$ cat src/rtl/clk_div_monitor_if.sv
// clk_div_monitor_if: divided-clock input plus monitor status outputs.
// CLK_MON_DUTY_EN adds the duty_err output.
interface clk_div_monitor_if #(parameter int CNT_W = 8);
    logic             div_clk;
    logic             rise_pulse;
    logic [CNT_W-1:0] period;
    logic             period_vld;
    logic             locked;
    logic             err;
    logic             timeout;
`ifdef CLK_MON_DUTY_EN
    logic             duty_err;
    modport master (input div_clk, output rise_pulse, period, period_vld, locked, err, timeout, duty_err);
    modport slave  (output div_clk, input rise_pulse, period, period_vld, locked, err, timeout, duty_err);
`else
    modport master (input div_clk, output rise_pulse, period, period_vld, locked, err, timeout);
    modport slave  (output div_clk, input rise_pulse, period, period_vld, locked, err, timeout);
`endif
endinterface

$ cat src/rtl/clk_div_monitor.sv
// clk_div_monitor: measures a divided clock's period in clk cycles and qualifies lock.
// CLK_MON_DUTY_EN adds high-time checking with a duty_err pulse.
module clk_div_monitor #(
    parameter int DIV      = 10,
    parameter int TOL      = 0,
    parameter int LOCK_CNT = 4,
    parameter int CNT_W    = 8
) (
    input logic clk,
    input logic rst,
    clk_div_monitor_if.master bus
);
    typedef enum logic [1:0] {IDLE, TRACK, LOCKED} state_t;
    localparam logic [CNT_W-1:0] C_ONE = CNT_W'(1);
    localparam logic [CNT_W-1:0] C_DIV = CNT_W'(DIV);
    localparam logic [CNT_W-1:0] C_TOL = CNT_W'(TOL);
    localparam logic [CNT_W-1:0] C_TO  = CNT_W'(2 * DIV);
    localparam logic [3:0]       C_LCK = 4'(LOCK_CNT);
    state_t           r_state, w_state_n;
    logic             r_s1, r_s2, r_s3;
    logic [CNT_W-1:0] r_cnt, r_period, w_dev;
    logic [3:0]       r_mcnt, w_mcnt_n;
    logic             r_rise_pulse, r_period_vld, r_err, r_timeout;
    logic             w_rise, w_match, w_to, w_err_n, w_timeout_n, w_duty_bad;
    assign w_rise  = r_s2 & ~r_s3;
    assign w_dev   = (r_cnt > C_DIV) ? r_cnt - C_DIV : C_DIV - r_cnt;
    assign w_match = ~(&r_cnt) && (w_dev <= C_TOL);
    assign w_to    = r_cnt >= C_TO;
`ifdef CLK_MON_DUTY_EN
    localparam logic [CNT_W-1:0] C_HALF = CNT_W'(DIV / 2);
    logic [CNT_W-1:0] r_hcnt, w_hdev;
    logic             r_duty_err, w_fall;
    assign w_fall     = ~r_s2 & r_s3;
    assign w_hdev     = (r_hcnt > C_HALF) ? r_hcnt - C_HALF : C_HALF - r_hcnt;
    assign w_duty_bad = w_fall && (r_state != IDLE) && (w_hdev > C_TOL);
    assign bus.duty_err = r_duty_err;
    always_ff @(posedge clk or posedge rst) begin
        if (rst) begin
            r_hcnt     <= '0;
            r_duty_err <= 1'b0;
        end else begin
            r_hcnt     <= w_rise ? C_ONE : (r_s2 && !(&r_hcnt)) ? r_hcnt + C_ONE : r_hcnt;
            r_duty_err <= w_duty_bad;
        end
    end
`else
    assign w_duty_bad = 1'b0;
`endif
    always_ff @(posedge clk or posedge rst) begin
        if (rst) begin
            r_s1         <= 1'b0;
            r_s2         <= 1'b0;
            r_s3         <= 1'b0;
            r_cnt        <= '0;
            r_period     <= '0;
            r_rise_pulse <= 1'b0;
            r_period_vld <= 1'b0;
        end else begin
            r_s1         <= bus.div_clk;
            r_s2         <= r_s1;
            r_s3         <= r_s2;
            r_cnt        <= w_rise ? C_ONE : (r_state == IDLE || &r_cnt) ? r_cnt : r_cnt + C_ONE;
            r_rise_pulse <= w_rise;
            r_period_vld <= w_rise && (r_state != IDLE);
            r_period     <= (w_rise && r_state != IDLE) ? r_cnt : r_period;
        end
    end
    always_ff @(posedge clk or posedge rst) begin
        if (rst) begin
            r_state   <= IDLE;
            r_mcnt    <= '0;
            r_err     <= 1'b0;
            r_timeout <= 1'b0;
        end else begin
            r_state   <= w_state_n;
            r_mcnt    <= w_mcnt_n;
            r_err     <= w_err_n;
            r_timeout <= w_timeout_n;
        end
    end
    // a rise always takes priority over a timeout landing on the same cycle
    always_comb begin
        w_state_n   = r_state;
        w_mcnt_n    = r_mcnt;
        w_err_n     = 1'b0;
        w_timeout_n = r_timeout;
        case (r_state)
            IDLE: begin
                if (w_rise) begin
                    w_state_n   = TRACK;
                    w_mcnt_n    = '0;
                    w_timeout_n = 1'b0;
                end
            end
            TRACK: begin
                if (w_rise) begin
                    w_mcnt_n  = w_match ? r_mcnt + 4'd1 : '0;
                    w_state_n = (w_match && (r_mcnt + 4'd1 == C_LCK)) ? LOCKED : TRACK;
                end else if (w_to) begin
                    w_state_n   = IDLE;
                    w_mcnt_n    = '0;
                    w_timeout_n = 1'b1;
                end else if (w_duty_bad) begin
                    w_mcnt_n = '0;
                end
            end
            LOCKED: begin
                if (w_rise) begin
                    w_err_n   = ~w_match;
                    w_state_n = w_match ? LOCKED : TRACK;
                    w_mcnt_n  = w_match ? r_mcnt : '0;
                end else if (w_to) begin
                    w_err_n     = 1'b1;
                    w_state_n   = IDLE;
                    w_mcnt_n    = '0;
                    w_timeout_n = 1'b1;
                end else if (w_duty_bad) begin
                    w_err_n   = 1'b1;
                    w_state_n = TRACK;
                    w_mcnt_n  = '0;
                end
            end
            default: w_state_n = IDLE;
        endcase
    end
    assign bus.rise_pulse = r_rise_pulse;
    assign bus.period     = r_period;
    assign bus.period_vld = r_period_vld;
    assign bus.locked     = (r_state == LOCKED);
    assign bus.err        = r_err;
    assign bus.timeout    = r_timeout;
endmodule

$ cat src/flat_wrapper.sv
// flat-port wrapper written by rule: the top's interface ports become plain ports
module clk_div_monitor_flat 
#(
    parameter int DIV      = 10,
    parameter int TOL      = 0,
    parameter int LOCK_CNT = 4,
    parameter int CNT_W    = 8
)
  (clk, rst, bus_div_clk, bus_rise_pulse, bus_period, bus_period_vld, bus_locked, bus_err, bus_timeout);
  clk_div_monitor_if #(.CNT_W(CNT_W)) bus_i ();
  input logic clk;
  input logic rst;
  input wire logic [$bits(bus_i.div_clk)-1:0] bus_div_clk;
  output wire logic [$bits(bus_i.rise_pulse)-1:0] bus_rise_pulse;
  output wire logic [$bits(bus_i.period)-1:0] bus_period;
  output wire logic [$bits(bus_i.period_vld)-1:0] bus_period_vld;
  output wire logic [$bits(bus_i.locked)-1:0] bus_locked;
  output wire logic [$bits(bus_i.err)-1:0] bus_err;
  output wire logic [$bits(bus_i.timeout)-1:0] bus_timeout;
  assign bus_i.div_clk = bus_div_clk;
  assign bus_rise_pulse = bus_i.rise_pulse;
  assign bus_period = bus_i.period;
  assign bus_period_vld = bus_i.period_vld;
  assign bus_locked = bus_i.locked;
  assign bus_err = bus_i.err;
  assign bus_timeout = bus_i.timeout;
  clk_div_monitor #(.DIV(DIV), .TOL(TOL), .LOCK_CNT(LOCK_CNT), .CNT_W(CNT_W)) u_core (.clk(clk), .rst(rst), .bus(bus_i));
endmodule
$ cat config.mk
export PLATFORM = sky130hd
export DESIGN_NAME = clk_div_monitor_flat
export DESIGN_NICKNAME = d
export VERILOG_FILES = /design/src/rtl/clk_div_monitor_if.sv /design/src/rtl/clk_div_monitor.sv /design/src/flat_wrapper.sv
export SDC_FILE = /design/constraint.sdc
export NUM_CORES = 1
export LEC_CHECK = 0
export CAP_MARGIN = 20
export CORE_MARGIN = 4
export CORE_UTILIZATION = 25
export CTS_CLUSTER_DIAMETER = 150
export DETAILED_ROUTE_END_ITERATION = 7
export HOLD_SLACK_MARGIN = 0.06
export PLACE_DENSITY = 0.46
export SYNTH_ARGS = -nofsm -noshare
export SYNTH_HDL_FRONTEND = slang
export SYNTH_SLANG_ARGS = --single-unit
$ cat constraint.sdc
create_clock -name clk -period 5.23 [get_ports clk]
set_input_delay 1.046 -clock clk [delete_from_list [all_inputs] [get_ports clk]]
set_output_delay 1.046 -clock clk [all_outputs]
set_load 0.01 [all_outputs]
Word level (Yosys, flattened, before mapping)
Cells that the tools add are included.

Register bits: 29. Output and inout port bits: 13. Logic and storage cells: 66.

Add/subtract/negate cells: 4. Magnitude comparators: 3. Equal/unequal tests: 8. Muxes and demuxes: 24. Bitwise gates (word level): 4. Reduce and logical (&&, ||, !) cells: 12.

Operators by type and width (number): $mux 4 (6); $mux 8 (3); $mux 2 (6); $pmux 4 s3 (1); $add 8x1->8 const B (1); $ge 8x5->1 const B (1); $gt 8x4->1 const B (1); $le 8x1->1 const B (1); $reduce_and 8->1 (1); $sub 4x8->8 const A (1); $sub 8x4->8 const B (1); $mux 1 (6); $ne 2x1->1 const B (3); $pmux 2 s3 (1); $add 4x1->4 const B (1); $eq 4x3->1 const B (1); $reduce_and 4->1 (1); $reduce_bool 2->1 (2); $logic_and 1x1->1 (3); $ne 3x3->1 const B (1); $not 1->1 (3); $reduce_and 3->1 (1); $reduce_bool 3->1 (1); $eq 2x1->1 const B (1); other kinds (7) (7).

Depth between registers and ports, before layout
Gate-level depths: netlist of the first run.

Depth after elaboration: 8. Mapped depth: 8. Gate-level depth less buffers: 7.

Least setup slack after synthesis of the first run
No wires, ideal clock.

Path type: flip-flop to flip-flop. From: register u_core.r_cnt[2]. To: register u_core.r_state[0]. Setup time: 0.126 ns. Arrival time: 2.048 ns. Data required time: 5.104 ns. Setup slack: 3.056 ns. Cell stages (with the launch flop): 9. Clock period less this slack: 2.174 ns. Cell sequence: dfrtp_1 clkbuf_8 inv_1 ha_1 nor2b_2 or3_1 a221oi_4 o21bai_2 a311o_1.

Longest elaborated chain between the ends: 8. Elaborated cells between the ends (all ways): 16. Classes of those cells: add/sub (2); order compare (3); mux (7); bitwise (1); reduce/logical (3).

Ends and longest elaborated chain: from (decl) (line clk_div_monitor.sv:21) `logic [CNT_W-1:0] r_cnt, r_period, w_dev;`; from (signal assigned) (line clk_div_monitor.sv:62) `r_cnt <= w_rise ? C_ONE : (r_state == IDLE || &r_cnt) ? r_cnt : r_cnt + C_ONE;`; $sub 4x8->8 (tied with other cells) (line clk_div_monitor.sv:26) `assign w_dev = (r_cnt > C_DIV) ? r_cnt - C_DIV : C_DIV - r_cnt;`; $mux 8 (line clk_div_monitor.sv:26); $le 8x1->1 (line clk_div_monitor.sv:27) `assign w_match = ~(&r_cnt) && (w_dev <= C_TOL);`; $logic_and 1x1->1 (line clk_div_monitor.sv:27); $logic_and 1x1->1 (line clk_div_monitor.sv:98) `w_state_n = (w_match && (r_mcnt + 4'd1 == C_LCK)) ? LOCKED : TRACK;`; $mux 2 (line clk_div_monitor.sv:98); $mux 2 (line clk_div_monitor.sv:96) `if (w_rise) begin`; $pmux 2 s3 (*) (line clk_div_monitor.sv:87) `case (r_state)`; to (signal assigned) (line clk_div_monitor.sv:75) `r_state <= w_state_n;`; to (decl) (line clk_div_monitor.sv:19) `state_t r_state, w_state_n;`.

Mark *: on every way between the ends. The rest lies on a longest branch, timed or not. A chain may end at the register's enable or synchronous reset.

Worst setup path after layout of the first run
From: register u_core.r_state[0]. To: output bus_locked.

Longest elaborated chain between the ends: 1.

Ends and longest elaborated chain: $eq 2x2->1 (line clk_div_monitor.sv:129) `assign bus.locked = (r_state == LOCKED);`; to (decl) (line flat_wrapper.sv:17) `output wire logic [$bits(bus_i.locked)-1:0] bus_locked;`.

Every way passes these cells.

==> impl_metrics.json, run 1 <==
{
  "run_status": "finished clean",
  "cp-start-kind": "flop",
  "cts_tree": "done",
  "synth-main-ff-cell": "dfrtp_1",
  "route.detailed.drc": 0,
  "max_freq_mhz": 355,
  "p_per_area_mw_per_mm2": 432,
  "nNetsFinal": 204,
  "crit_path_max_fanout": 10,
  "slew_violations": 0,
  "h-tree-depth": 2,
  "cts_root_buffer": "clkbuf_8",
  "leakage_nw": 0.914,
  "cpMaxStageDelayCell": "clkdlybuf4s50_1",
  "crit_path_end_kind": "output pin",
  "route.vias.total": 1279,
  "peakVddDrop_mv": 0.203,
  "drt_pre_antenna_iters": 4,
  "setup_viol": 0,
  "ys_seq_area_share_pct": 42.2,
  "worstSkewPairLatency_ns": 0.28,
  "cts_sinks": 29,
  "n_antenna_cell": 0,
  "die_w_um": 91.0,
  "grt_max_degree": 30,
  "synth-edff-count": 0,
  "portBuffers": 15,
  "hold_class": "flop to flop",
  "synth_area_mm2": 0.00172,
  "cp.depth": 3,
  "synth_seq_cells": 29,
  "rows": 29,
  "n_fill_cell": 695,
  "setup_tns_ns": 0,
  "ant_nets": 0,
  "synth_nets": 190,
  "whs_endpoint": "u_core.r_s2",
  "rr_worst_depth": 7,
  "clockBufferDepth": 2,
  "routabilityCongestion": 0.714,
  "grt_pass1_wl_um": 6230,
  "tightest_slew_ns": 0.746,
  "crit_buf_inv": 2,
  "cp.required_ns": 4.18,
  "drt_wl_total_um": 3530,
  "async_flop_share_pct": 100,
  "max_slew_margin_pct": 50.1,
  "worstSetupPathType": "flop to output pin",
  "die_area_mm2": 0.00827,
  "cpLargestDelayFamily": "buffers and inverters",
  "clk_pin_slew_ns": 0.06,
  "min_from": "u_core.r_s1",
  "arrival_ns": 1.77,
  "cap_violations": 0,
  "reg2reg_slack_ns": 2.78,
  "syn_inst": 174,
  "slowest_delay_ns": 0.61,
  "r2r_end": "u_core.r_state[0]",
  "report.final.hold_viol_count": 0,
  "place_hpwl_um": 2540,
  "die_h_um": 91.0,
  "yosysUniqueCellTypes": 45,
  "min_period_over_period_pct": 53.8,
  "rr_startpoint": "u_core.r_cnt[2]",
  "rsz0062_at_grt": "no",
  "syn-mean-instance-area_um2": 9.89,
  "min_path_cells": 0,
  "cts_hold_buf": 0,
  "drive_above_1_share_pct": 12.2,
  "cts_buffers": 5,
  "grt_antenna_before_repair": 0,
  "final_util_pct": 31.4,
  "drtIter0Drc": 30,
  "grt_usage_pct": 9.19,
  "fin_worst_skew_ns": 0.00893,
  "ys.warnings.count": 0,
  "period_minus_slack_ns": 2.81,
  "start_util_pct": 26.3,
  "avgRoutedWirePerCell_um": 13.3,
  "postCtsSetupRepairBufs": 0,
  "cts_resized": 0,
  "grt-ovfl-total": 0,
  "syn2layout_area_growth_pct": 19.3,
  "core-area_mm2": 0.00653,
  "ios": 16,
  "drt-vias-per-instance": 4.81,
  "crit_chain": "inv_1 -> ha_1 -> clkdlybuf4s50_1",
  "first_global_vias": 1286
}
==> metal layers <==
| metal | track usage [%] | part of all wire [%] | vias up |
|---|---|---|---|
| met1 | 13.0 | 54 | 618 |
| met5 | 0 | 0 | - |
| met4 | 3.39 | 1.1 | 0 |
| li1 | - | - | 640 |
| met2 | 13.4 | 42 | 17 |
| met3 | 2.40 | 2.5 | 4 |
==> registers in the layout (all words and copies together), names as in the netlist <==
register	flops
u_core.bus.err	1
u_core.bus.rise_pulse	1
u_core.r_cnt	8
u_core.r_s3	1
u_core.bus.period	8
u_core.r_s2	1
u_core.bus.timeout	1
u_core.bus.period_vld	1
u_core.r_s1	1
u_core.r_state	2
u_core.r_mcnt	4
==> Yosys cell counts, types with 2 or more instances <==
master,number,share of area [%]
a21o_1,2,0.87
a21oi_1,3,0.87
a31oi_1,2,0.73
and3_1,2,0.73
clkbuf_1,6,1.3
dfrtp_1,29,42
ha_1,13,9.5
inv_1,12,2.6
mux2_2,8,5.2
nand2_1,16,3.5
nand3_1,6,1.7
nand4_1,4,1.5
nor2_1,15,3.3
nor3_1,3,0.87
nor3b_1,2,0.87
o2111ai_1,4,2.0
o211ai_1,2,0.87
o21a_1,3,1.3
o21ai_0,11,3.2
or3_1,2,0.73
xnor2_1,2,1.0
xor2_1,4,2.0
==> cells by family (layout without fill, tap and decap cells) <==
family / count (synthesis) / after routing / synth area share, %
buf+inv: 21 / 36 / 5.82
mux: 9 / 9 / 5.82
flops: 29 / 29 / 42.2
simple gates: 60 / 60 / 17.5
xor+xnor: 6 / 6 / 3.05
fa+ha+maj: 13 / 13 / 9.45
compound gates: 36 / 36 / 16.2
==> how the worst max path moves through the flow <==
stage	startpoint	endpoint	slack, ns
floorplan	u_core.r_cnt[2]	u_core.r_state[0]	3.06
global placement	u_core.r_state[0]	bus_locked	2.75
detailed placement	u_core.r_state[0]	bus_locked	2.72
CTS	u_core.r_state[0]	bus_locked	2.42
global route	u_core.r_state[0]	bus_locked	2.33
finish	u_core.r_state[0]	bus_locked	2.42
==> metrics by stage <==
step / instance area, um2 / setup slack, ns / hold slack [ns] / power, mW / std cells
final: 2050 / 2.42 / 0.351 / 0.886 / 266
after global routing: 2050 / 2.33 / 0.366 / 0.953 / 266
after CTS: 2050 / 2.42 / 0.354 / 0.901 / 266
after detailed placement: 1920 / 2.72 / 0.341 / 0.619 / 258
after global placement: 1920 / 2.75 / 0.335 / 0.623 / 258
after floorplan: 1720 / 3.06 / 0.331 / 0.534 / 174
==> where the power goes <==
group	switching [mW]	total [mW]	internal (mW)
Clock	0.0847	0.274	0.189
Combinational	0.164	0.307	0.143
Sequential	0.0458	0.305	0.259
==> area by class of cell <==
cell class / count / area, um2 / area share (%)
tap: 77 / 96.3 / 4.69
clock inverter: 3 / 65.1 / 3.17
sequential: 29 / 726 / 35.3
clock buffer: 5 / 68.8 / 3.35
multi-input combinational: 124 / 895 / 43.6
inverter: 12 / 45.0 / 2.19
timing repair buffer: 16 / 158 / 7.68
==> layout by cell type, fill, tap and decap left out, types with 2 or more instances in the layout <==
cell	Yosys	routed
nor2_1	15	15
nor3_1	3	3
ha_1	13	13
clkdlybuf4s50_1	0	15
o211ai_1	2	2
o2111ai_1	4	4
bufinv_16	0	2
o21ai_0	11	11
a21o_1	2	2
nor3b_1	2	2
dfrtp_1	29	29
xnor2_1	2	2
a31oi_1	2	2
and3_1	2	2
nand4_1	4	4
clkbuf_8	1	5
nand2_1	16	16
o21a_1	3	3
or3_1	2	2
inv_1	12	12
a21oi_1	3	3
mux2_2	8	8
nand3_1	6	6
xor2_1	4	4
No activity file was read; power rests on OpenSTA's default activity.
==> run 2: changes to the inputs <==
==> constraint.sdc (replaced) <==
create_clock -name clk -period 2.8 [get_ports clk]
set_input_delay 0.56 -clock clk [delete_from_list [all_inputs] [get_ports clk]]
set_output_delay 0.56 -clock clk [all_outputs]
set_load 0.01 [all_outputs]
==> run 2 against run 1 <==
Net effect:
- critical path depth up 4
- first-iteration DRC count increased by 97%
- utilization decreased by 0.67 points
- die area is the same
- via count is 0.23% higher
- global-route usage grew 0.49 points
- combinational power grew 87%
- count of clock-buffer cells in the layout rose by 1
- design area shrank 2.1%
- flip-flop and latch count unchanged
- cell count up 0.38%
==> impl_metrics.json, run 2 (synthesis gave the netlist of run 1 again) <==
{
  "ios": 16,
  "crit_path_end_kind": "flop",
  "postCtsSetupRepairBufs": 0,
  "final_cells": 267,
  "cts_hold_buf": 0,
  "n_antenna_cell": 0,
  "worstSkewPairLatency_ns": 0.28,
  "hold_class": "flop to flop",
  "setup_viol": 0,
  "min_from": "u_core.r_s1",
  "nNetsFinal": 205,
  "min_period_over_period_pct": 87.1,
  "drive_above_1_share_pct": 12.1,
  "grt_pass1_wl_um": 6470,
  "cts_tree": "done",
  "die_w_um": 91.0,
  "arrival_ns": 2.61,
  "cp-start-kind": "flop",
  "slew_violations": 0,
  "dp_slack_ns": 0.378,
  "syn2layout_area_growth_pct": 16.8,
  "drtIter0Drc": 59,
  "period_minus_slack_ns": 2.44,
  "rsz0062_at_grt": "no",
  "drt_pre_antenna_iters": 4,
  "cap_violations": 0,
  "routabilityCongestion": 0.746,
  "grt-ovfl-total": 0,
  "avgRoutedWirePerCell_um": 13.7,
  "grt_antenna_before_repair": 0,
  "cp.required_ns": 2.97,
  "reg2reg_slack_ns": 0.36,
  "cts_resized": 0,
  "grt_usage_pct": 9.67,
  "setup_ws_ns": 0.361,
  "rr_worst_depth": 7,
  "die_area_mm2": 0.00827,
  "grt_max_degree": 30,
  "drt-vias-per-instance": 4.80,
  "rr_startpoint": "u_core.r_cnt[2]",
  "r2r_end": "u_core.bus.err",
  "tightest_slew_ns": 0.518,
  "die_h_um": 91.0,
  "ant_nets": 0,
  "peakVddDrop_mv": 0.283,
  "final_common_cell": "dfrtp_1",
  "place_hpwl_um": 2570,
  "final_cell_mix": "dfrtp_1 (29), nand2_1 (16), nor2_1 (15), clkdlybuf4s50_1 (15), ha_1 (13)",
  "placed_cells": 259,
  "cts_sinks": 29,
  "crit_path_max_fanout": 11,
  "h-tree-depth": 2,
  "report.final.hold_viol_count": 0,
  "first_global_vias": 1289,
  "drt_wl_total_um": 3670,
  "leakage_nw": 0.896,
  "start_util_pct": 26.3,
  "min_path_cells": 0,
  "clockBufferDepth": 2,
  "max_freq_mhz": 410,
  "core-area_mm2": 0.00653,
  "final_util_pct": 30.8,
  "route.vias.total": 1282,
  "portBuffers": 15,
  "run_status": "finished clean",
  "cts_buffers": 5,
  "p_per_area_mw_per_mm2": 735,
  "whs_endpoint": "u_core.r_s2",
  "worstSetupPathType": "flop to flop",
  "route.detailed.drc": 0,
  "cts_root_buffer": "clkbuf_8",
  "fin_worst_skew_ns": 0.00675,
  "setup_tns_ns": 0,
  "clk_pin_slew_ns": 0.07,
  "rows": 29,
  "max_slew_margin_pct": 65.2
}
-- run 2: worst max path at each step --
stage | from | end | slack [ns] | cells past startpoint
6_report | u_core.r_cnt[2] | u_core.bus.err | 0.36 | 7
3_5_place_dp | u_core.r_cnt[2] | u_core.r_state[0] | 0.38 | 7
3_3_place_gp | u_core.r_cnt[2] | u_core.bus.err | 0.43 | 7
4_1_cts | u_core.r_cnt[2] | u_core.r_state[0] | 0.37 | 7
5_1_grt | u_core.r_cnt[2] | u_core.bus.err | 0.16 | 7
2_1_floorplan | u_core.r_cnt[2] | u_core.r_state[0] | 0.63 | 8
-- run 2: stage by stage --
stage                     instance area, um2  power [mW]  hold slack [ns]
after floorplan                         1720       0.997            0.331
after global placement                  1930        1.17            0.340
after detailed placement                1930        1.16            0.343
after CTS                               2010        1.50            0.359
after global routing                    2010        1.60            0.377
final                                   2010        1.48            0.356
-- run 2: area by class of cell --
cell class | count | area (um2)
flip-flops and latches | 29 | 726
clock buffers | 6 | 72.6
fillers | 700 | 4520
clock inverters | 2 | 10.0
inverters | 12 | 45.0
repair buffers | 17 | 165
well taps | 77 | 96.3
multi-input cells | 124 | 895
-- run 2: where the power goes --
part / switching [mW] / total [mW] / leakage, nW / internal [mW]
Sequential: 0.0849 / 0.569 / 0.383 / 0.484
Combinational: 0.305 / 0.574 / 0.468 / 0.269
Clock: 0.162 / 0.334 / 0.0450 / 0.172
-- run 2: critical path, cell delays in order, from the launching register on --
cell	delay, ns
dfrtp_1	0.53
inv_1	0.19
ha_1	0.21
nor2b_2	0.16
or3_1	0.36
a221oi_4	0.41
o21ai_0	0.24
and3_1	0.22
-- run 2: layer usage --
metal / global-route usage [%] / vias up / routed length (um)
met2: 14.8 / 29 / 1620
met5: 0 / - / 0
met1: 13.1 / 607 / 1850
met3: 2.81 / 6 / 153
li1: - / 640 / -
met4: 3.27 / 0 / 48
==> run 3: changes to the inputs <==
--- a/config.mk
+++ b/config.mk
@@ -5,13 +5,14 @@
 export SDC_FILE = /design/constraint.sdc
 export NUM_CORES = 1
 export LEC_CHECK = 0
+export ABC_AREA = 1
 export CAP_MARGIN = 20
 export CORE_MARGIN = 4
-export CORE_UTILIZATION = 25
+export CORE_UTILIZATION = 56
 export CTS_CLUSTER_DIAMETER = 150
 export DETAILED_ROUTE_END_ITERATION = 7
 export HOLD_SLACK_MARGIN = 0.06
-export PLACE_DENSITY = 0.46
+export PLACE_DENSITY = 0.83
 export SYNTH_ARGS = -nofsm -noshare
 export SYNTH_HDL_FRONTEND = slang
 export SYNTH_SLANG_ARGS = --single-unit
==> run 3 against run 2 <==
Net effect:
- register-to-register slack better by 0.60 ns
- design area is 6.4% lower
- non-clock buffer count is 1 lower
- die area is 53% lower
- critical path type is now flop to output pin
==> impl_metrics.json, run 3 <==
{
  "run_status": "finished clean",
  "synth-edff-count": 0,
  "cpMaxStageDelayCell": "clkdlybuf4s50_1",
  "n_fill_cell": 236,
  "clockBufferDepth": 2,
  "die_w_um": 62.0,
  "worstSetupPathType": "flop to output pin",
  "grt_antenna_before_repair": 0,
  "portBuffers": 15,
  "p_per_area_mw_per_mm2": 772,
  "setup_viol": 0,
  "cts_sinks": 29,
  "max_freq_mhz": 453,
  "yosys-top-cells-count": "nand2_1 (55), dfrtp_1 (29), inv_1 (24)",
  "synth.largest_area_cell": "dfrtp_1",
  "ys_seq_area_share_pct": 44.4,
  "min_path_cells": 0,
  "hold_class": "flop to flop",
  "synth-main-ff-cell": "dfrtp_1",
  "cp-start-kind": "flop",
  "synth-simple-area-share_pct": 26.5,
  "route.vias.total": 1320,
  "yosysUniqueCellTypes": 27,
  "cts_root_buffer": "clkbuf_4",
  "cts_hold_buf": 0,
  "cap_violations": 0,
  "crit_chain": "inv_1 -> ha_1 -> clkdlybuf4s50_1",
  "crit_buf_inv": 2,
  "fin_worst_skew_ns": 0.0115,
  "tightest_slew_ns": 0.487,
  "grt_pass1_wl_um": 5230,
  "synth_compound_area_share_pct": 11.3,
  "crit_path_max_fanout": 5,
  "rr_worst_depth": 11,
  "grt_usage_pct": 19.0,
  "drtIter0Drc": 48,
  "first_global_vias": 1169,
  "start_util_pct": 58.8,
  "arrival_ns": 1.65,
  "core-area_mm2": 0.00278,
  "syn-mean-instance-area_um2": 8.14,
  "synth_most_common_cell": "nand2_1",
  "synth_seq_cells": 29,
  "cp.required_ns": 2.24,
  "h-tree-depth": 2,
  "ios": 16,
  "max_slew_margin_pct": 67.5,
  "multi_input_area_um2": 800,
  "final_cell_mix": "nand2_1 (55), dfrtp_1 (29), inv_1 (24)",
  "drt-vias-per-instance": 5.22,
  "min_from": "u_core.r_s1",
  "p_sw_mw": 0.592,
  "routabilityCongestion": 0.863,
  "synth-adder-area-share_pct": 9.95,
  "combPwrFrac_pct": 41.9,
  "cts_buffers": 5,
  "min_period_over_period_pct": 78.8,
  "avgRoutedWirePerCell_um": 12.2,
  "rows": 19,
  "ys.warnings.count": 0,
  "synth_top_family_by_area": "simple AND/OR/NAND/NOR gates",
  "cts_tree": "done",
  "synthMuxAreaShare_pct": 0,
  "report.final.hold_viol_count": 0,
  "peakVddDrop_mv": 0.655,
  "slowest_delay_ns": 0.56,
  "die_area_mm2": 0.00385,
  "p_sw_share_pct": 40.8,
  "syn_inst": 201,
  "rsz0062_at_grt": "no",
  "async_flop_share_pct": 100,
  "drt_wl_total_um": 3090,
  "reg2reg_slack_ns": 0.96,
  "clk_pin_slew_ns": 0.08,
  "seqPwrFrac_pct": 37.6,
  "route.detailed.drc": 0,
  "syn2layout_area_growth_pct": 15.1,
  "netlist.area_leader.share_pct": 44.4,
  "drt_pre_antenna_iters": 4,
  "grt-ovfl-total": 0,
  "register_area_um2": 726,
  "drive_above_1_share_pct": 9.46,
  "slew_violations": 0,
  "power_frac_clock_pct": 20.5,
  "setup_tns_ns": 0,
  "leakage_nw": 0.965,
  "worstSkewPairLatency_ns": 0.33,
  "synth_area_mm2": 0.00164,
  "p_int_mw": 0.860,
  "r2r_end": "u_core.r_mcnt[0]",
  "rr_startpoint": "u_core.r_cnt[2]",
  "p_total_mw": 1.45,
  "crit_path_end_kind": "output pin",
  "period_minus_slack_ns": 2.21,
  "cts_resized": 0,
  "postCtsSetupRepairBufs": 0,
  "yosys-top-cells-area": "dfrtp_1 (44%), nand2_1 (13%), ha_1 (9.9%)",
  "place_hpwl_um": 2310,
  "die_h_um": 62.0,
  "nNetsFinal": 237,
  "cpLargestDelayFamily": "buffers and inverters",
  "whs_endpoint": "u_core.r_s2",
  "synth_xor_area_share_pct": 1.07,
  "ant_nets": 0,
  "final_common_cell": "nand2_1",
  "grt_max_degree": 30,
  "n_antenna_cell": 0,
  "synth_nets": 217
}
## run 3: worst reg2reg max path: cells and delay by family, from the launching register on
kind,cells,cell delay [ns]
and+or+nand+nor,7,0.51
DFF,1,0.46
AOI/OAI and AO/OA,2,0.33
adders and majority gates,1,0.31
buffers and inverters,1,0.16
## run 3: routing by layer
layer	vias up	track usage [%]	part of all wire, %	wire (um)
met5	-	0	0	0
met4	0	7.27	1.3	39
met3	4	5.79	5.3	164
met2	29	27.7	43	1320
met1	607	26.6	51	1560
li1	680	-	-	-
## run 3: power by group through the flow
stage | clock network, mW | logic, mW | registers [mW]
after floorplan | 0 | 0.448 | 0.549
after global placement | 0 | 0.599 | 0.548
after detailed placement | 0 | 0.608 | 0.553
after CTS | 0.302 | 0.612 | 0.545
after global routing | 0.325 | 0.696 | 0.557
final | 0.298 | 0.609 | 0.545
## run 3: area by class of cell
cell class                 count  share of cell area [%]
tap                           31                    2.06
clock inverter                 1                   0.266
inverter                      24                    4.79
clock buffer                   7                    3.46
sequential                    29                    38.6
timing repair buffer          16                    8.38
multi-input combinational    145                    42.5
## run 3: worst max-delay path by stage
stage	start	end	slack [ns]	cells past startpoint
2_1_floorplan	u_core.r_cnt[1]	u_core.r_mcnt[0]	1.16	11
3_3_place_gp	u_core.r_state[0]	bus_locked	0.96	3
3_5_place_dp	u_core.r_state[0]	bus_locked	0.95	3
4_1_cts	u_core.r_state[0]	bus_locked	0.57	3
5_1_grt	u_core.r_state[0]	bus_locked	0.49	3
6_report	u_core.r_state[0]	bus_locked	0.59	3
## run 3: logic make-up after synthesis
kind of cell	Yosys count
AOI/OAI and AO/OA	32
xor gates and xnor gates	2
adders and majority gates	13
buffers and inverters	27
DFF	29
and+or+nand+nor	98
## run 3: metrics by stage
stage	hold slack [ns]	setup WS, ns	std cells	util (%)	cell area, um2
3_3_place_gp	0.350	0.961	245	65.1	1810
2_1_floorplan	0.331	1.16	201	-	1640
4_1_cts	0.367	0.571	253	67.7	1880
3_5_place_dp	0.336	0.946	245	65.1	1810
6_report	0.363	0.593	253	67.7	1880
5_1_grt	0.387	0.488	253	67.7	1880
==> variant 1, RTL diff (flow settings as in run 3) <==
Re-encode `state_t` (3 states) as one-hot, 3 bits wide.
--- a/src/rtl/clk_div_monitor.sv
+++ b/src/rtl/clk_div_monitor.sv
@@ -12,3 +12,3 @@
 );
-    typedef enum logic [1:0] {IDLE, TRACK, LOCKED} state_t;
+    typedef enum logic [2:0] {IDLE = 3'b001, TRACK = 3'b010, LOCKED = 3'b100} state_t;
     localparam logic [CNT_W-1:0] C_ONE = CNT_W'(1);
Formal check against the unedited RTL: no difference found for any inputs over 10 cycles, from zero or initial values and one cycle with rst high; not proved beyond that.
==> variant 1 against run 3 <==
  * Clock skew increased by 1.0 ps
  * Global-route usage shrank 0.19 points
  * Register-to-register slack gained 20 ps
  * Area after synthesis decreased by 0.84%
  * Die area decreased by 0.74%
  * Final area shrank 0.13%
  * Total power shrank 15%
  * First-iteration DRC count up 94%
  * Combinational power down 41%
  * Routed wire length decreased by 1.8%
  * Worst setup slack gained 23 ps
  * Sequential power fell by 2%
  * Sequential cell count grew 1
  * Critical endpoint unchanged
==> variant 1: results (changes against run 3) <==
| Metric | Value |
|---|---|
| Register area share after synthesis | 46.4% (was 44.4%) |
| Slew @ Worst Pin | 465 ps (was 487 ps) |
| Distinct cells, synth | 28 (was 27) |
| Syn_nets | 216 (was 217) |
| Port-buffer cells | 15 (unchanged) |
| Final Skew | 12.5 ps (was 11.5 ps) |
| Post-Synth XOR/XNOR Area | 1.08% (was 1.07%) |
| Drt total wl | 3.03 mm (was 3.09 mm) |
| Layout cell share with drive strength beyond 1 | 10.6% (was 9.46%) |
| Mean Syn Cell Area | 7.95 sq um (was 8.14 sq um) |
| Post-synth top cells | nand2_1 (52), dfrtp_1 (29), inv_1 (26), nor2_1 (18), o21ai_0 (18) (was nand2_1 (55), dfrtp_1 (29), inv_1 (24), o21ai_0 (20), nor2_1 (17)) |
| Synth Area in Compound Gates | 9.49% (was 11.3%) |
| Crit path DAT | 1620 ps (was 1650 ps) |
| DP Cell Count | 249 (was 245) |
| DR vias | 1,353 (was 1,320) |
| Pre-CTS WS | 995 ps (was 946 ps) |
| Adder-cell share of the synthesized area | 6.94% (was 9.95%) |
| First-pass GRT wire length | 5.22 mm (was 5.23 mm) |
| DRT iter0 DRCs | 93 (was 48) |
| WL/cell | 11.8 um (was 12.2 um) |
| CTS Buffer Depth | 2 (unchanged) |
| Switch Pwr | 0.000412 W (was 0.000592 W) |
| Htree depth | 2 (unchanged) |
| Number of global-route vias before repair | 1,243 (was 1,169) |
| P_leak | 0.977 nW (was 0.965 nW) |
| Async set-or-reset flop fraction in the synthesized netlist | 100% (unchanged) |
| Dominant cells by area after synthesis | dfrtp_1 (45%), nand2_1 (12%), ha_1 (6.9%), inv_1 (6.0%), o21ai_0 (5.6%) (was dfrtp_1 (44%), nand2_1 (13%), ha_1 (9.9%), o21ai_0 (6.1%), inv_1 (5.5%)) |
| Dpl hpwl | 2.31 mm (about the same) |
| Clock insertion delay at the later pin of the skew report | roughly 340 ps |
| Total track usage | 18.9% (was 19.0%) |
| R2R depth | 11 (unchanged) |
| GP Congestion | 0.857 (was 0.863) |
| Status | finished, final reports clean (unchanged) |
| Peak VDD IR | 0.489 mV (was 0.655 mV) |
| Clock transition at path regs | 100 ps (was 80 ps) |
| Largest net degree at the start of global routing | 19 (was 30) |
## variant 1: cell count changes in the layout (fill, tap and decap cells not counted), sizes merged, moves of 2 or more
cell,run 3,this run
nand2,60,56
ha,13,9
o21ai,23,18
nor3,2,4
a21oi,4,8
nor2,22,20
inv,24,32
clkbuf,7,5
nand3,11,14
## variant 1: logic make-up (layout without fill, tap and decap cells)
kind of cell               after synthesis  in the layout
and+or+nand+nor                        100            100
xor gates and xnor gates                 2              2
buffers and inverters                   34             56
DFF                                     30             30
adders and majority gates                9              9
AOI/OAI and AO/OA                       29             29
## variant 1: final cells by class
type / instances / area, sq um
fill: 220 / 878
sequential: 30 / 752
multi-input combinational: 140 / 733
timing repair buffer: 16 / 158
inverter: 32 / 120
clock inverter: 3 / 40.0
tap: 31 / 38.8
clock buffer: 5 / 37.5
## variant 1: critical path: stages, from the launching register on
cell,delay [ps]
dfrtp_1,440
nor3_4,270
clkdlybuf4s50_1,580
## variant 1: stage by stage
stage / instance area (sq um) / hold WS, ps / power (W)
after global routing: 1880 / 379 / 0.00132
after detailed placement: 1800 / 344 / 0.000894
after floorplan: 1620 / 331 / 0.000785
after global placement: 1800 / 335 / 0.000886
final: 1880 / 363 / 0.00123
after CTS: 1880 / 366 / 0.00124
## variant 1: worst paths after layout
kind / start / to / slack, ps
worst min register to register: u_core.r_s1$_DFF_PP0_ / u_core.r_s2$_DFF_PP0_ / 360
max in group asynchronous: rst / u_core.bus.period[3]$_DFFE_PP0P_ / 1660
worst min-delay path: u_core.r_s1$_DFF_PP0_ / u_core.r_s2$_DFF_PP0_ / 360
min in group asynchronous: rst / u_core.r_mcnt[2]$_DFFE_PP0P_ / 530
worst max-delay path: u_core.r_state[1]$_DFFE_PP0P_ / bus_locked / 620
worst max register to register: u_core.r_cnt[1]$_DFFE_PP0P_ / u_core.r_mcnt[3]$_DFFE_PP0P_ / 980
## variant 1: power by group through the flow
| stage | registers [W] | clock network (W) | logic [W] |
|---|---|---|---|
| 3_3_place_gp | 0.000538 | 0 | 0.000348 |
| 4_1_cts | 0.000533 | 0.000344 | 0.000360 |
| 3_5_place_dp | 0.000542 | 0 | 0.000352 |
| 6_report | 0.000532 | 0.000338 | 0.000359 |
| 5_1_grt | 0.000541 | 0.000365 | 0.000412 |
| 2_1_floorplan | 0.000542 | 0 | 0.000243 |
## variant 1: per-layer routing
metal | part of all wire, % | wire (um) | global-route usage, %
met5 | 0 | 0 | 0
met4 | 1.7 | 51 | 7.88
met3 | 5.8 | 177 | 6.20
met2 | 46 | 1400 | 29.9
met1 | 46 | 1400 | 23.6
==> variant 2, RTL diff (config.mk and constraints of run 3) <==
Without the edit above. `CNT_W` is set to 8 in 3 places; all go to 6.
--- a/src/rtl/clk_div_monitor_if.sv
+++ b/src/rtl/clk_div_monitor_if.sv
@@ -2,3 +2,3 @@
 // CLK_MON_DUTY_EN adds the duty_err output.
-interface clk_div_monitor_if #(parameter int CNT_W = 8);
+interface clk_div_monitor_if #(parameter int CNT_W = 6);
     logic             div_clk;
--- a/src/rtl/clk_div_monitor.sv
+++ b/src/rtl/clk_div_monitor.sv
@@ -6,3 +6,3 @@
     parameter int LOCK_CNT = 4,
-    parameter int CNT_W    = 8
+    parameter int CNT_W    = 6
 ) (
--- a/src/flat_wrapper.sv
+++ b/src/flat_wrapper.sv
@@ -6,3 +6,3 @@
     parameter int LOCK_CNT = 4,
-    parameter int CNT_W    = 8
+    parameter int CNT_W    = 6
 )
Ports: changed (resized bus_period); port bits go from 16 to 14. The function was not compared with the original's and may differ.
==> variant 2 against run 3 <==
  * Worst setup slack got worse by 7.6 ps
  * Count of clock-buffer cells in the layout fell by 4
  * Routed wire length decreased by 3.0%
  * Clock power down 44%
  * Worst hold slack improved by 28 ps
  * Total power decreased by 11%
  * Final area decreased by 12%
  * Area after synthesis decreased by 11%
  * Sequential cell count is 4 lower
  * First-iteration DRC count rose by 42%
  * Critical endpoint unchanged
  * Largest cell class unchanged
  * Highest routed layer unchanged
==> variant 2: results (changes against run 3) <==
| Metric | Value |
|---|---|
| Dpl hpwl | 2.32 mm (was 2.31 mm) |
| Async set-or-reset flop fraction in the synthesized netlist | 100% (unchanged) |
| Post-synth top cells | nand2_1 (45), dfrtp_1 (25), inv_1 (21), o21ai_0 (17), nand3_1 (15) (was nand2_1 (55), dfrtp_1 (29), inv_1 (24), o21ai_0 (20), nor2_1 (17)) |
| Crit path DAT | 1650 ps (about the same) |
| Fraction of area in multi-input gates | 44.0% (was 42.5%) |
| Peak VDD IR | 0.638 mV (was 0.655 mV) |
| Layout cell share with drive strength beyond 1 | 8.54% (was 9.46%) |
| Hold Buf Count CTS | 0 (unchanged) |
| Number of global-route vias before repair | 1,200 (was 1,169) |
| Status | finished, final reports clean (unchanged) |
| DR vias/cell | 5.50 (was 5.22) |
| GP Congestion | 0.955 (was 0.863) |
| Placement Cell Area | 1630 sq um (was 1810 sq um) |
| Min-delay worst type | reg -> reg (unchanged) |
| Antenna violations before repair | 0 (unchanged) |
| Multi-input comb cells | 130 (was 145) |
| # rows | 18 (was 19) |
| Crit path max fanout | 4 (was 5) |
| Non-clk invs | 25 (was 24) |
| Pre-CTS WS | 825 ps (was 946 ps) |
| Non-clock buffers | 15 (was 16) |
| Finished Layout Cells | 229 (was 253) |
| Final Skew | 10.3 ps (was 11.5 ps) |
| Htree depth | 1 (was 2) |
| Register area share after synthesis | 42.9% (was 44.4%) |
| CLK BUF | 3 (was 7) |
| Main synth FF type | dfrtp_1 (unchanged) |
| CTS Buffer Depth | 2 (unchanged) |
| Clock transition at path regs | 140 ps (was 80 ps) |
| DRT iter0 DRCs | 68 (was 48) |
| Largest net degree at the start of global routing | 26 (was 30) |
| # fillers | 211 (was 236) |
| First-pass GRT wire length | 5.14 mm (was 5.23 mm) |
| Final clock-cell share | 1.66% (was 3.72%) |
| Dominant cells by area after synthesis | dfrtp_1 (43%), nand2_1 (12%), ha_1 (10%), o21ai_0 (5.8%), inv_1 (5.4%) (was dfrtp_1 (44%), nand2_1 (13%), ha_1 (9.9%), o21ai_0 (6.1%), inv_1 (5.5%)) |
| Slew @ Worst Pin | 425 ps (was 487 ps) |
| P_leak | 0.819 nW (was 0.965 nW) |
| Syn-to-layout area delta | 13.9% (was 15.1%) |
| FFs & Latches | 25 (was 29) |
| # diodes | 0 (unchanged) |
| Non-clk buf share | 8.74% (was 8.38%) |
| Postcts setup bufs | 0 (unchanged) |
| Syn_nets | 197 (was 217) |
| CTS resizes | 0 (unchanged) |
| Distinct cells, synth | 24 (was 27) |
| Register Area | 626 sq um (was 726 sq um) |
| Mean Syn Cell Area | 8.01 sq um (was 8.14 sq um) |
| Final #Nets | 215 (was 237) |
| Post-Synth XOR/XNOR Area | 1.20% (was 1.07%) |
| Adder-cell share of the synthesized area | 10.3% (was 9.95%) |
| CTS Root Cell | clkbuf_4 (unchanged) |
| Port-buffer cells | 13 (was 15) |
| Synth Area in Compound Gates | 12.5% (was 11.3%) |
| WL/cell | 13.1 um (was 12.2 um) |
| Total track usage | 19.8% (was 19.0%) |
## variant 2: changes by cell type after synthesis, sizes merged, moves of 2 or more
cell,delta
buf,-2
nor2,-8
o21ai,-4
dfrtp,-4
a21oi,+4
nand3,+5
nand2,-13
nor3,+3
## variant 2: cells by family (layout without fill, tap and decap cells)
| group | after synthesis | after routing |
|---|---|---|
| compound gates | 30 | 30 |
| xor+xnor | 2 | 2 |
| fa+ha+maj | 12 | 12 |
| buf+inv | 27 | 44 |
| flops | 25 | 25 |
| simple gates | 86 | 86 |
## variant 2: routing by layer
layer	vias up	wire length (um)	track usage, %
met4	0	62	11.3
met1	589	1320	24.5
met5	-	0	0
li1	624	-	-
met2	42	1450	33.0
met3	4	173	2.83
## variant 2: path summary, 6_finish.rpt
kind / startpoint / end / slack [ps] / cells past startpoint
worst max-delay path: u_core.r_state[0]$_DFFE_PP0P_ / bus_locked / 590 / 3
worst min-delay path: u_core.r_s2$_DFF_PP0_ / u_core.r_s3$_DFF_PP0_ / 390 / 0
worst max register to register: u_core.r_cnt[1]$_DFFE_PP0P_ / u_core.r_mcnt[3]$_DFFE_PP0P_ / 770 / 12
worst min register to register: u_core.r_s2$_DFF_PP0_ / u_core.r_s3$_DFF_PP0_ / 390 / 0
max in group asynchronous: rst / u_core.r_state[0]$_DFFE_PP0P_ / 2000 / 3
min in group asynchronous: rst / u_core.r_cnt[5]$_DFFE_PP0P_ / 560 / 3
## variant 2: power by group
group          switching, W  leakage, nW  internal, W
Sequential        0.0000630        0.330     0.000427
Combinational      0.000400        0.471     0.000229
Clock              0.000113       0.0177    0.0000537
Total              0.000576        0.819     0.000710
## variant 2: critical path: stages (launching register included)
cell             delay (ps)
dfrtp_1                 440
inv_1                   110
ha_1                    230
clkdlybuf4s50_1         560
